[src/rtl/cmos_stream_gen.sv]
// Synthetic OV5640-style camera source: vsync/href/RGB565 stream with programmable timing and test patterns.
// Optional macro CMOS_GEN_FRAME_TAG_EN replaces pixel (0,0) of each frame with the running frame count.
module cmos_stream_gen #(
    parameter int H_ACTIVE    = 640,
    parameter int H_BLANK     = 160,
    parameter int V_ACTIVE    = 480,
    parameter int VSYNC_LINES = 4,
    parameter int V_BACK      = 8,
    parameter int V_FRONT     = 8
) (
    input  logic        cmos_pclk,
    input  logic        sys_rst,
    input  logic        gen_en,
    input  logic [1:0]  pattern_sel,
    input  logic [15:0] solid_color,
    output logic        cmos_vsync,
    output logic        cmos_href,
    output logic [15:0] cmos_data,
    output logic        frame_done,
    output logic [15:0] frame_cnt
);

    localparam int L     = H_ACTIVE + H_BLANK;
    localparam int XW    = $clog2(L);
    localparam int M1    = (VSYNC_LINES > V_BACK) ? VSYNC_LINES : V_BACK;
    localparam int M2    = (V_ACTIVE > V_FRONT) ? V_ACTIVE : V_FRONT;
    localparam int LMAX  = (M1 > M2) ? M1 : M2;
    localparam int LW    = (LMAX < 2) ? 1 : $clog2(LMAX);

    localparam logic [XW-1:0] X_LAST     = XW'(L - 1);
    localparam logic [XW-1:0] X_HREF_END = XW'(H_ACTIVE);
    localparam logic [XW-1:0] X_BAR_W    = XW'(H_ACTIVE / 8);
    localparam logic [LW-1:0] VS_LAST    = LW'(VSYNC_LINES - 1);
    localparam logic [LW-1:0] VB_LAST    = LW'(V_BACK - 1);
    localparam logic [LW-1:0] VA_LAST    = LW'(V_ACTIVE - 1);
    localparam logic [LW-1:0] VF_LAST    = LW'(V_FRONT - 1);

    typedef enum logic [2:0] {
        ST_IDLE   = 3'd0,
        ST_VSYNC  = 3'd1,
        ST_VBACK  = 3'd2,
        ST_ACTIVE = 3'd3,
        ST_VFRONT = 3'd4
    } state_t;

    state_t          state_r;
    state_t          state_next_s;
    logic [XW-1:0]   x_cnt_r;
    logic [LW-1:0]   line_cnt_r;
    logic [LW-1:0]   line_last_s;
    logic            line_end_s;
    logic            phase_end_s;
    logic            frame_start_s;
    logic            frame_end_s;
    logic            href_s;
    logic [1:0]      pat_r;
    logic [15:0]     solid_r;
    logic [2:0]      bar_idx_s;
    logic [5:0]      x_low_s;
    logic            y_bit5_s;
    logic [15:0]     pat_pix_s;
    logic [15:0]     pix_s;
    logic            vsync_r;
    logic            href_r;
    logic [15:0]     data_r;
    logic            frame_done_r;
    logic [15:0]     frame_cnt_r;

    function automatic logic [15:0] bar_color(input logic [2:0] bar);
        logic [15:0] c;
        case (bar)
            3'd0:    c = 16'hFFFF;
            3'd1:    c = 16'hFFE0;
            3'd2:    c = 16'h07FF;
            3'd3:    c = 16'h07E0;
            3'd4:    c = 16'hF81F;
            3'd5:    c = 16'hF800;
            3'd6:    c = 16'h001F;
            default: c = 16'h0000;
        endcase
        return c;
    endfunction

    // Index of the last line of the current state.
    always_comb begin
        line_last_s = {LW{1'b0}};
        case (state_r)
            ST_VSYNC:  line_last_s = VS_LAST;
            ST_VBACK:  line_last_s = VB_LAST;
            ST_ACTIVE: line_last_s = VA_LAST;
            ST_VFRONT: line_last_s = VF_LAST;
            default:   line_last_s = {LW{1'b0}};
        endcase
    end

    assign line_end_s    = (x_cnt_r == X_LAST);
    assign phase_end_s   = line_end_s && (line_cnt_r == line_last_s);
    assign frame_end_s   = (state_r == ST_VFRONT) && phase_end_s;
    assign frame_start_s = (state_next_s == ST_VSYNC) && (state_r != ST_VSYNC);
    assign href_s        = (state_r == ST_ACTIVE) && (x_cnt_r < X_HREF_END);

    // Next-state logic; gen_en only matters in IDLE and on the last clock of VFRONT.
    always_comb begin
        state_next_s = state_r;
        case (state_r)
            ST_IDLE: begin
                if (gen_en) state_next_s = ST_VSYNC;
                else        state_next_s = ST_IDLE;
            end
            ST_VSYNC: begin
                if (phase_end_s) state_next_s = ST_VBACK;
                else             state_next_s = ST_VSYNC;
            end
            ST_VBACK: begin
                if (phase_end_s) state_next_s = ST_ACTIVE;
                else             state_next_s = ST_VBACK;
            end
            ST_ACTIVE: begin
                if (phase_end_s) state_next_s = ST_VFRONT;
                else             state_next_s = ST_ACTIVE;
            end
            ST_VFRONT: begin
                if (phase_end_s && gen_en)  state_next_s = ST_VSYNC;
                else if (phase_end_s)       state_next_s = ST_IDLE;
                else                        state_next_s = ST_VFRONT;
            end
            default: state_next_s = ST_IDLE;
        endcase
    end

    // State register, pixel/line counters and per-frame pattern latch.
    always_ff @(posedge cmos_pclk) begin
        if (sys_rst) begin
            state_r    <= ST_IDLE;
            x_cnt_r    <= {XW{1'b0}};
            line_cnt_r <= {LW{1'b0}};
            pat_r      <= 2'd0;
            solid_r    <= 16'h0000;
        end else begin
            state_r <= state_next_s;
            if (state_r == ST_IDLE) begin
                x_cnt_r    <= {XW{1'b0}};
                line_cnt_r <= {LW{1'b0}};
            end else begin
                x_cnt_r <= line_end_s ? {XW{1'b0}} : x_cnt_r + XW'(1);
                if (phase_end_s)     line_cnt_r <= {LW{1'b0}};
                else if (line_end_s) line_cnt_r <= line_cnt_r + LW'(1);
                else                 line_cnt_r <= line_cnt_r;
            end
            if (frame_start_s) begin
                pat_r   <= pattern_sel;
                solid_r <= solid_color;
            end else begin
                pat_r   <= pat_r;
                solid_r <= solid_r;
            end
        end
    end

    assign bar_idx_s = 3'(x_cnt_r / X_BAR_W);
    assign x_low_s   = 6'(x_cnt_r);
    assign y_bit5_s  = 1'(line_cnt_r >> 5);

    // Pattern generator; x is x_cnt, y is the active line index.
    always_comb begin
        pat_pix_s = 16'h0000;
        case (pat_r)
            2'd0:    pat_pix_s = bar_color(bar_idx_s);
            2'd1:    pat_pix_s = {x_low_s[4:0], x_low_s, x_low_s[4:0]};
            2'd2:    pat_pix_s = solid_r;
            2'd3:    pat_pix_s = (x_low_s[5] ^ y_bit5_s) ? 16'hFFFF : 16'h0000;
            default: pat_pix_s = 16'h0000;
        endcase
    end

`ifdef CMOS_GEN_FRAME_TAG_EN
    assign pix_s = ((x_cnt_r == {XW{1'b0}}) && (line_cnt_r == {LW{1'b0}})) ? frame_cnt_r : pat_pix_s;
`else
    assign pix_s = pat_pix_s;
`endif

    // Registered stream outputs and frame bookkeeping.
    always_ff @(posedge cmos_pclk) begin
        if (sys_rst) begin
            vsync_r      <= 1'b0;
            href_r       <= 1'b0;
            data_r       <= 16'h0000;
            frame_done_r <= 1'b0;
            frame_cnt_r  <= 16'h0000;
        end else begin
            vsync_r      <= (state_r == ST_VSYNC);
            href_r       <= href_s;
            data_r       <= href_s ? pix_s : 16'h0000;
            frame_done_r <= frame_end_s;
            if (frame_end_s) frame_cnt_r <= frame_cnt_r + 16'd1;
            else             frame_cnt_r <= frame_cnt_r;
        end
    end

    assign cmos_vsync = vsync_r;
    assign cmos_href  = href_r;
    assign cmos_data  = data_r;
    assign frame_done = frame_done_r;
    assign frame_cnt  = frame_cnt_r;

endmodule

[config.mk]
export PLATFORM = sky130hd
export DESIGN_NAME = cmos_stream_gen
export DESIGN_NICKNAME = d
export VERILOG_FILES = /design/src/rtl/cmos_stream_gen.sv
export SDC_FILE = /design/constraint.sdc
export NUM_CORES = 1
export LEC_CHECK = 0
export CAP_MARGIN = 20
export CORE_AREA = 2 2 88 81
export CTS_CLUSTER_DIAMETER = 80
export CTS_CLUSTER_SIZE = 28
export DETAILED_ROUTE_END_ITERATION = 16
export DIE_AREA = 0 0 90 83
export GPL_ROUTABILITY_DRIVEN = 0
export GPL_TIMING_DRIVEN = 0
export PLACE_DENSITY = 0.89
export SYNTH_ARGS = -nofsm -noshare
export SYNTH_HDL_FRONTEND = slang
export SYNTH_SLANG_ARGS = --single-unit
export TNS_END_PERCENT = 10
[constraint.sdc]
create_clock -name cmos_pclk -period 4.5 [get_ports cmos_pclk]
set_clock_uncertainty 0.2 [all_clocks]
set_input_delay 0.9 -clock cmos_pclk [delete_from_list [all_inputs] [get_ports cmos_pclk]]
set_output_delay 0.9 -clock cmos_pclk [all_outputs]
set_load 0.05 [all_outputs]
==> impl_results.md, run 1 <==
* CTS tree: done
* Drt pass-1 iters at 5
* I/O pin count at 56
* Slew headroom at 57.5%
* Status: finished, final reports clean
* Fin crit share at 61.4%
* Fmax at roughly 360 MHz
* Ys flop type: dfxtp_1
* Mapped Cells at 433
* Die Area at approximately 0.0075 mm²
* Initial antenna violation count at 0
* Antenna-violating nets left at 0
* Tot GR Track Use at 25.6%
* Max stage delay cell, worst path: clkdlybuf4s50_1
* Setup CP Type: reg2out
* Post-synth ARST share at 0%
* Wirelength per Cell at about 16 µm
* Postcts setup bufs at 0
* Initial core utilization at between 50% and 60%
* Clock tree buffer depth at 2
* Initial DRC count at between 200 and 300
* Final wirelength at just over 9000 µm
* Hold path start: solid_r[11]
* Leak pwr at about 1.6 nW
* Post-CTS sizing at 0
* Num rows at 28
* H-tree levels at 3
* Synth warn at 0
* Filler cells at 494
* Post-detail-place hpwl at between 6000 and 7000 µm
* Final Cell Area at about 0.0046 mm²
* Number of global-route vias before repair at 3384
* Core Area at between 0.006 and 0.007 mm²
* Die H at 83 µm
* Number of synthesized flops with an enable pin at 0
* Synth-to-layout area growth at 23.7%
* Slew Limit Fails at 0
* Critical path arrival at roughly 1700 ps
* DR vias/cell at 5.90
* Synthesized net count at approximately 460
* DRC violations left at 0
* Placed cell area at 0.00436 mm²
* Mapped cell area at between 0.003 and 0.004 mm²
* CP Cell Sequence: clkdlybuf4s50_1
* Power Density at approximately 300 mW/mm²
* Synth top cells by count: 75 x dfxtp_1, 59 x nand2_1, 28 x nor2_1
* RSZ-0062 raised after global routing: no
* Synthesized flop and latch total at 75
* Final Hold Viols at 0
* Seq/Total Area, Yosys at between 40% and 50%
* FF-to-FF Start: x_cnt_r[9]
* Final hold slack at between 200 and 300 ps
* Final setup viols at 0
* Max IR drop VDD at around 0.18 mV
* Area of the multi-input gates at 0.00201 mm²
* Reg area at roughly 0.0015 mm²
* WP buf/inv at 1
* Setup TNS at 0 ps
* Area share of the largest cell type after synthesis at between 40% and 50%
* Clk_lat worst skew at about 360 ps
* Share of cells above drive strength 1 at 10.9%
* Crit. Startpoint: frame_cnt[3]
* Crit path max fanout at 7
* GRT overflow at 0
* # port buffers at 54
* Via count at around 3.5k
* Util after Layout at approximately 70%
* Clk slew on worst S/H paths at approximately 80 ps
* Synth area leader: dfxtp_1
* First-pass GRT wire length at roughly 16000 µm
* CP Capture Type: primary output
* Post-CTS Hold Buffers at 0
* Worst-Margin Slew at 634 ps
* Syn Area/Cell at ~8.6 µm²
* Delay of the slowest cell on the worst path at between 800 and 900 ps
* CTS Root Buffer Type: clkbuf_8
* Crit-path leading delay family: buffers and inverters
* Fin nets at around 520
* Most numerous cell in the Yosys netlist: dfxtp_1
* Max-Cap Viols at 0
* Crit path time final at about 2800 ps
* CP Launch Type: flip-flop
* Hold Path Class: reg2reg
* Die width at approximately 90 µm
* Distinct cell type count after synthesis at 62
* Top cells by area, synth: dfxtp_1 41%, nand2_1 6.0%, mux2i_1 4.9%
* Sink Count at 75
* Critical Path RT at ~3400 ps
* CTS buffer count at 9
* Largest net degree at the start of global routing at 15
* Diodes inserted at 0
-- cell families after synthesis --
family / share of synthesized area [%]
adders and majority gates: 1.62
DFF: 40.5
muxes: 6.08
buffers and inverters: 5.34
xor gates and xnor gates: 4.02
and+or+nand+nor: 25.1
AOI/OAI and AO/OA: 17.3
-- cell usage in the layout, fill, tap and decap left out, types with 3 or more instances in the layout --
cell / netlist / final
dfxtp_1: 75 / 75
nand2_1: 59 / 59
clkdlybuf4s50_1: 0 / 54
nor2_1: 28 / 28
a21oi_1: 26 / 26
o21ai_0: 19 / 19
clkbuf_1: 18 / 18
mux2i_1: 18 / 18
xnor2_1: 15 / 15
nor2b_1: 14 / 14
inv_1: 13 / 13
or2_2: 11 / 11
nand3_1: 9 / 9
o41ai_1: 9 / 9
clkbuf_8: 0 / 9
buf_2: 8 / 8
o311ai_0: 8 / 8
nor3_1: 7 / 7
or3_1: 6 / 6
o21a_1: 5 / 5
nand2b_1: 5 / 5
nor4_1: 5 / 5
a31oi_1: 5 / 5
nand4_1: 5 / 5
and3_1: 4 / 4
mux2_2: 4 / 4
o211ai_1: 4 / 4
ha_1: 4 / 4
and3b_1: 3 / 3
nor3b_1: 3 / 3
-- flip-flops by register name, indices dropped and copies added, names as in the netlist --
signal / count
pat_r: 2
solid_r: 16
state_r: 3
x_cnt_r: 10
frame_done: 1
cmos_href: 1
line_cnt_r: 9
cmos_data: 16
frame_cnt: 16
cmos_vsync: 1
-- cell type report --
class | count | area share (%)
Multi-Input combinational cell | 314 | 43.8
Sequential cell | 75 | 32.8
Timing Repair Buffer | 54 | 11.8
Buffer | 30 | 3.17
Clock buffer | 9 | 2.70
Tap cell | 90 | 2.46
Clock inverter | 7 | 2.21
Inverter | 14 | 1.15
-- worst min-delay path: cells and delay by family (launching register included) --
| family | cells | cell delay, ps |
|---|---|---|
| flops | 1 | 320 |
| mux | 1 | 50 |
| simple gates | 1 | 50 |
-- routing by layer --
layer | track usage (%) | wire (µm) | vias to the layer above
met5 | 0 | 0 | -
met4 | 11.9 | 252 | 0
met3 | 5.26 | 694 | 31
li1 | - | - | 1669
met1 | 32.2 | 3900 | 1614
met2 | 42.4 | 4480 | 182
-- report_power, final --
group	total, mW	leakage [nW]	internal, mW	switching [mW]
registers	0.683	0.607	0.676	0.00760
logic	0.105	0.915	0.0455	0.0600
clock network	0.590	0.111	0.317	0.273
-- per-stage QoR --
| step | power, mW | setup WS [ps] | cells |
|---|---|---|---|
| CTS | 1.38 | 1730 | 593 |
| finish | 1.38 | 1740 | 593 |
| global route | 1.42 | 1690 | 593 |
| detailed placement | 0.801 | 1910 | 577 |
| floorplan | 0.763 | 1960 | 433 |
| global placement | 0.797 | 1980 | 577 |
-- final timing paths --
check,end,slack (ps),cells after the start
hold reg to reg,solid_r[11],270,2
hold / removal,solid_r[11],270,2
setup / recovery,frame_cnt[3],1740,1
setup reg to reg,frame_cnt[13],1870,7
(Power assumes the default switching activity.)
==> inputs of run 2 (changes only) <==
CORE_AREA = 2 2 91 84   (was 2 2 88 81)
DIE_AREA = 0 0 93 86   (was 0 0 90 83)
PLACE_DENSITY = 0.84   (was 0.89)
clock period = 2.6 ns   (was 4.5 ns; I/O delays follow)
==> run 2 against run 1 <==
  * Final cell count grew 0.67%
  * Sequential power grew 73%
  * Critical endpoint is now state_r[0]
  * Core utilization shrank 4.8 points
  * First-iteration DRC count shrank 18%
  * Total power grew 59%
  * Setup slack lost 1600 ps
  * Clock power grew 41%
  * Non-clock buffer count grew 1
  * Global-route usage shrank 2.0 points
  * Critical path type is now reg2reg
  * Critical path depth grew 4
==> impl_results.md, run 2 (synthesized netlist as in run 1, its figures left out) <==
* Commonest cells after routing, fill and taps aside: 75 x dfxtp_1, 59 x nand2_1, 54 x clkdlybuf4s50_1, 28 x nor2_1, 26 x a21oi_1
* I/O pin count at 56
* Final wirelength at approximately 9200 µm
* Final Hold Viols at 0
* Max stage delay cell, worst path: or4_1
* CTS buffer count at 9
* # port buffers at 54
* Area of the multi-input gates at between 0.002 and 0.0025 mm²
* Die H at between 80 and 90 µm
* CP Launch Type: flip-flop
* WL met3 at between 500 and 600 µm
* Met2 Routed Length at between 4000 and 5000 µm
* Critical path arrival at approximately 2600 ps
* FF-to-FF Start: line_cnt_r[8]
* Fin crit share at a little over nine tenths
* Slew Limit Fails at 0
* Setup WS post-layout at roughly 98 ps
* Top Layer Used: met4
* Die Area at ~0.008 mm²
* Hold Path Class: reg2reg
* CTS Root Buffer Type: clkbuf_8
* Diodes inserted at 0
* Max-Cap Viols at 0
* Post-detail-place hpwl at between 6000 and 7000 µm
* DR vias/cell at a little under 6
* Worst-Margin Slew at approximately 640 ps
* Sink Count at 75
* CTS tree: done
* Util after Layout at about 66%
* Largest net degree at the start of global routing at 16
* Fmax at 400 MHz
* Core Area at between 0.006 and 0.007 mm²
* Initial core utilization at between 50% and 60%
* Clock tree buffer depth at 2
* Post-CTS Hold Buffers at 0
* Critical Path RT at roughly 2700 ps
* Filler cells at slightly below 600
* Via count at 3484
* Initial antenna violation count at 0
* Clk_lat worst skew at between 300 and 400 ps
* Max IR drop VDD at around 0.35 mV
* DRC violations left at 0
* Clk slew on worst S/H paths at ~80 ps
* Delay of the slowest cell on the worst path at a little under 600 ps
* Hold path start: solid_r[7]
* Crit path time final at approximately 2500 ps
* Reg area at roughly 0.0015 mm²
* GRT overflow at 0
* Synth-to-layout area growth at 23.3%
* Num rows at 29
* DP Worst Slack at between 100 and 150 ps
* H-tree levels at 3
* Setup CP Type: reg2reg
* Crit path max fanout at 4
* Drt pass-1 iters at 5
* First-pass GRT wire length at 15300 µm
* Tot GR Track Use at between 20% and 30%
* Fin nets at roughly 520
* Status: finished, final reports clean
* Metal-1 WL at about 4000 µm
* Die width at around 93 µm
* Leak pwr at about 1.6 nW
* Wirelength per Cell at around 15 µm
* Antenna-violating nets left at 0
* Crit. Startpoint: line_cnt_r[8]
* Slew headroom at between 50% and 60%
* Power Density at between 400 and 500 mW/mm²
* Initial DRC count at between 200 and 250
* CP Cell Sequence: or4_1 > nor3_4 > o221a_2 > mux2_2 > a2111oi_2
* Final setup viols at 0
* Number of global-route vias before repair at between 3k and 4k
* CP Capture Type: flip-flop
* Commonest non-fill, non-tap cell in the layout: dfxtp_1
* Share of cells above drive strength 1 at a little under an eighth
==> run 2: report_power, final <==
part | internal, mW | total [mW] | switching, mW
logic | 0.0786 | 0.181 | 0.102
registers | 1.17 | 1.18 | 0.0136
clock network | 0.360 | 0.834 | 0.473
==> run 2: path summary, 6_finish.rpt <==
check,end,slack [ps],depth (start not counted)
worst max-delay path,state_r[0],100,5
worst min-delay path,solid_r[7],260,2
worst max register to register,state_r[0],100,5
worst min register to register,solid_r[7],260,2
==> run 2: cell type report <==
class / instances / area share, %
flip-flops and latches: 75 / 32.9
well taps: 93 / 2.55
clock buffers: 9 / 2.71
repair buffers: 56 / 12.2
plain buffers: 29 / 3.10
inverters: 14 / 1.15
multi-input cells: 314 / 44.2
clock inverters: 7 / 1.31
==> run 2: layer usage <==
metal / track usage [%] / vias up
li1: - / 1662
met1: 31.1 / 1646
met2: 38.3 / 155
met3: 5.27 / 21
met4: 8.96 / 0
met5: 0 / -
==> run 2: worst max-delay path: cells and delay by family, from the launching register on <==
kind | cells | cell delay [ps]
AOI/OAI and AO/OA | 2 | 610
DFF | 1 | 350
muxes | 1 | 360
and+or+nand+nor | 2 | 880
==> run 2: metrics by stage <==
step	std cells	cell area [µm²]	power [mW]	hold slack, ps	setup TNS (ps)
floorplan	433	3700	1.32	230	0
global placement	580	4360	1.38	241	0
detailed placement	580	4360	1.39	243	0
CTS	596	4550	2.21	259	0
global route	597	4570	2.27	273	-0.322
finish	597	4570	2.20	261	0
==> run 2: what timing repair did <==
action,in CTS,in global routing
endpoints found under the setup margin,0,13
resized for setup,0,6
setup buffers,0,2
==> inputs of run 3 (changes only) <==
CTS_BUF_LIST = sky130_fd_sc_hd__clkbuf_16   (was not set)
PLACE_DENSITY = 0.78   (was 0.84)
==> run 3 against run 2 <==
  * Flip-flop and latch count is the same
  * Design area grew 2.0%
  * Via count shrank 3.8%
  * Sequential power is essentially flat
  * Setup slack gained 48 ps
  * Final cell count shrank 0.34%
  * Clock power grew 44%
  * Combinational power is essentially flat
  * Register-to-register slack gained 50 ps
  * Core utilization grew 1.3 points
  * Largest cell class unchanged
  * Highest routed layer unchanged
==> impl_results.md, run 3 (synthesized netlist as in run 1, its figures left out) <==
* Status: finished, final reports clean
* Wirelength per Cell at about 15 µm
* Initial antenna violation count at 0
* CP Launch Type: flip-flop
* Setup TNS at 0 ps
* Synth-to-layout area growth at 25.8%
* Total power at roughly 2.6 mW
* Delay of the slowest cell on the worst path at around 570 ps
* DRC violations left at 0
* Diodes inserted at 0
* Core Area at 0.00697 mm²
* Final Hold Viols at 0
* Die width at about 93 µm
* Tot GR Track Use at a little under a quarter
* Fmax at ~410 MHz
* H-tree levels at 3
* GRT overflow at 0
* Slew headroom at 56.9%
* WP buf/inv at 2
* Max-Cap Viols at 0
* CTS Root Buffer Type: clkbuf_16
* Initial DRC count at about 160
* Crit-path leading delay family: simple AND/OR/NAND/NOR gates
* Crit path time final at about 2500 ps
* DR vias/cell at approximately 5.6
* Slew Limit Fails at 0
* Commonest cells after routing, fill and taps aside: 75 x dfxtp_1, 59 x nand2_1, 54 x clkdlybuf4s50_1, 28 x nor2_1, 26 x a21oi_1
* Commonest non-fill, non-tap cell in the layout: dfxtp_1
* Max IR drop VDD at approximately 0.38 mV
* Worst-Margin Slew at around 640 ps
* Power Density at ~550 mW/mm²
* Max stage delay cell, worst path: or4_1
* CTS buffer count at 9
* Post-detail-place hpwl at between 6000 and 7000 µm
* Clk_lat worst skew at about 340 ps
* Final cell count without fillers at slightly below 600
* Sink Count at 75
* Antenna-violating nets left at 0
* Number of global-route vias before repair at between 3k and 4k
* CTS tree: done
* Clk slew on worst S/H paths at approximately 70 ps
* Final setup viols at 0
* Die H at about 86 µm
* Largest net degree at the start of global routing at 17
* Critical Path RT at between 2000 and 3000 ps
* Die Area at 0.00800 mm²
* Setup CP Type: reg2reg
* # port buffers at between 50 and 60
* Placed insts at 580
* CP Cell Sequence: or4_1 > nor3_4 > o221ai_2 > a21oi_1 > buf_4 > buf_6 > mux2i_1
* Final wirelength at roughly 8800 µm
* Initial core utilization at a little over half
* Final Cell Area at about 0.0047 mm²
* Final hold slack at about 260 ps
* Clock tree buffer depth at 2
* First-pass GRT wire length at approximately 15000 µm
* Hold Path Class: reg2reg
* Leak pwr at 1.67 nW
* Via count at roughly 3.4k
* Crit path max fanout at 10
* Num rows at 29
* Fin crit share at 94.4%
* RSZ-0062 raised after global routing: no
* I/O pin count at 56
* Placed cell area at between 0.004 and 0.005 mm²
* CP Capture Type: flip-flop
* Drt pass-1 iters at 4
* Fin nets at 522
* Share of cells above drive strength 1 at 11.4%
* Critical path arrival at 2520 ps
==> run 3: report_power, final <==
part / internal, mW / switching [mW]
logic: 0.0786 / 0.101
clock network: 0.668 / 0.530
registers: 1.17 / 0.0127
==> run 3: stage by stage <==
step / util (%) / setup WS, ps
detailed placement: 62.6 / 101
finish: 66.9 / 146
CTS: 66.7 / 89.2
global route: 66.9 / 21.8
global placement: 62.6 / 121
floorplan: - / 56.0
==> run 3: layout make-up <==
cell class	instances	area, µm²
fill	591	2310
multi-input combinational	314	2020
sequential	75	1500
timing repair buffer	55	548
clock buffer	9	225
buffer	28	138
tap	93	116
clock inverter	7	62.6
inverter	14	52.6
==> run 3: path summary, 6_finish.rpt <==
check / startpoint / end / slack (ps) / cells past startpoint
setup / recovery: line_cnt_r[3] / solid_r[8] / 150 / 7
hold / removal: solid_r[14] / solid_r[14] / 260 / 2
setup reg to reg: line_cnt_r[3] / solid_r[8] / 150 / 7
hold reg to reg: solid_r[14] / solid_r[14] / 260 / 2
==> run 3: worst register-to-register path: stages, from the launching register on <==
cell and delay [ps]:
dfxtp_1 340, or4_1 570, nor3_4 260, o221ai_2 160, a21oi_1 230, buf_4 240, buf_6 190, mux2i_1 190
==> run 3: layer usage <==
layer  up-vias  wire length [µm]  track usage (%)  part of all wire [%]
met1      1573              4100             30.6                    47
met3        16               404             3.60                   4.6
li1       1661                 -                -                     -
met5         -                 0                0                     0
met4         0               184             9.76                   2.1
met2       103              4120             36.8                    47
==> run 3: repair_timing <==
item / 4_1_cts / 5_1_grt
setup endpoints to repair: 0 / 20
setup buffers: 0 / 1
hold buffers: 0 / 0
gates resized for setup: 0 / 3
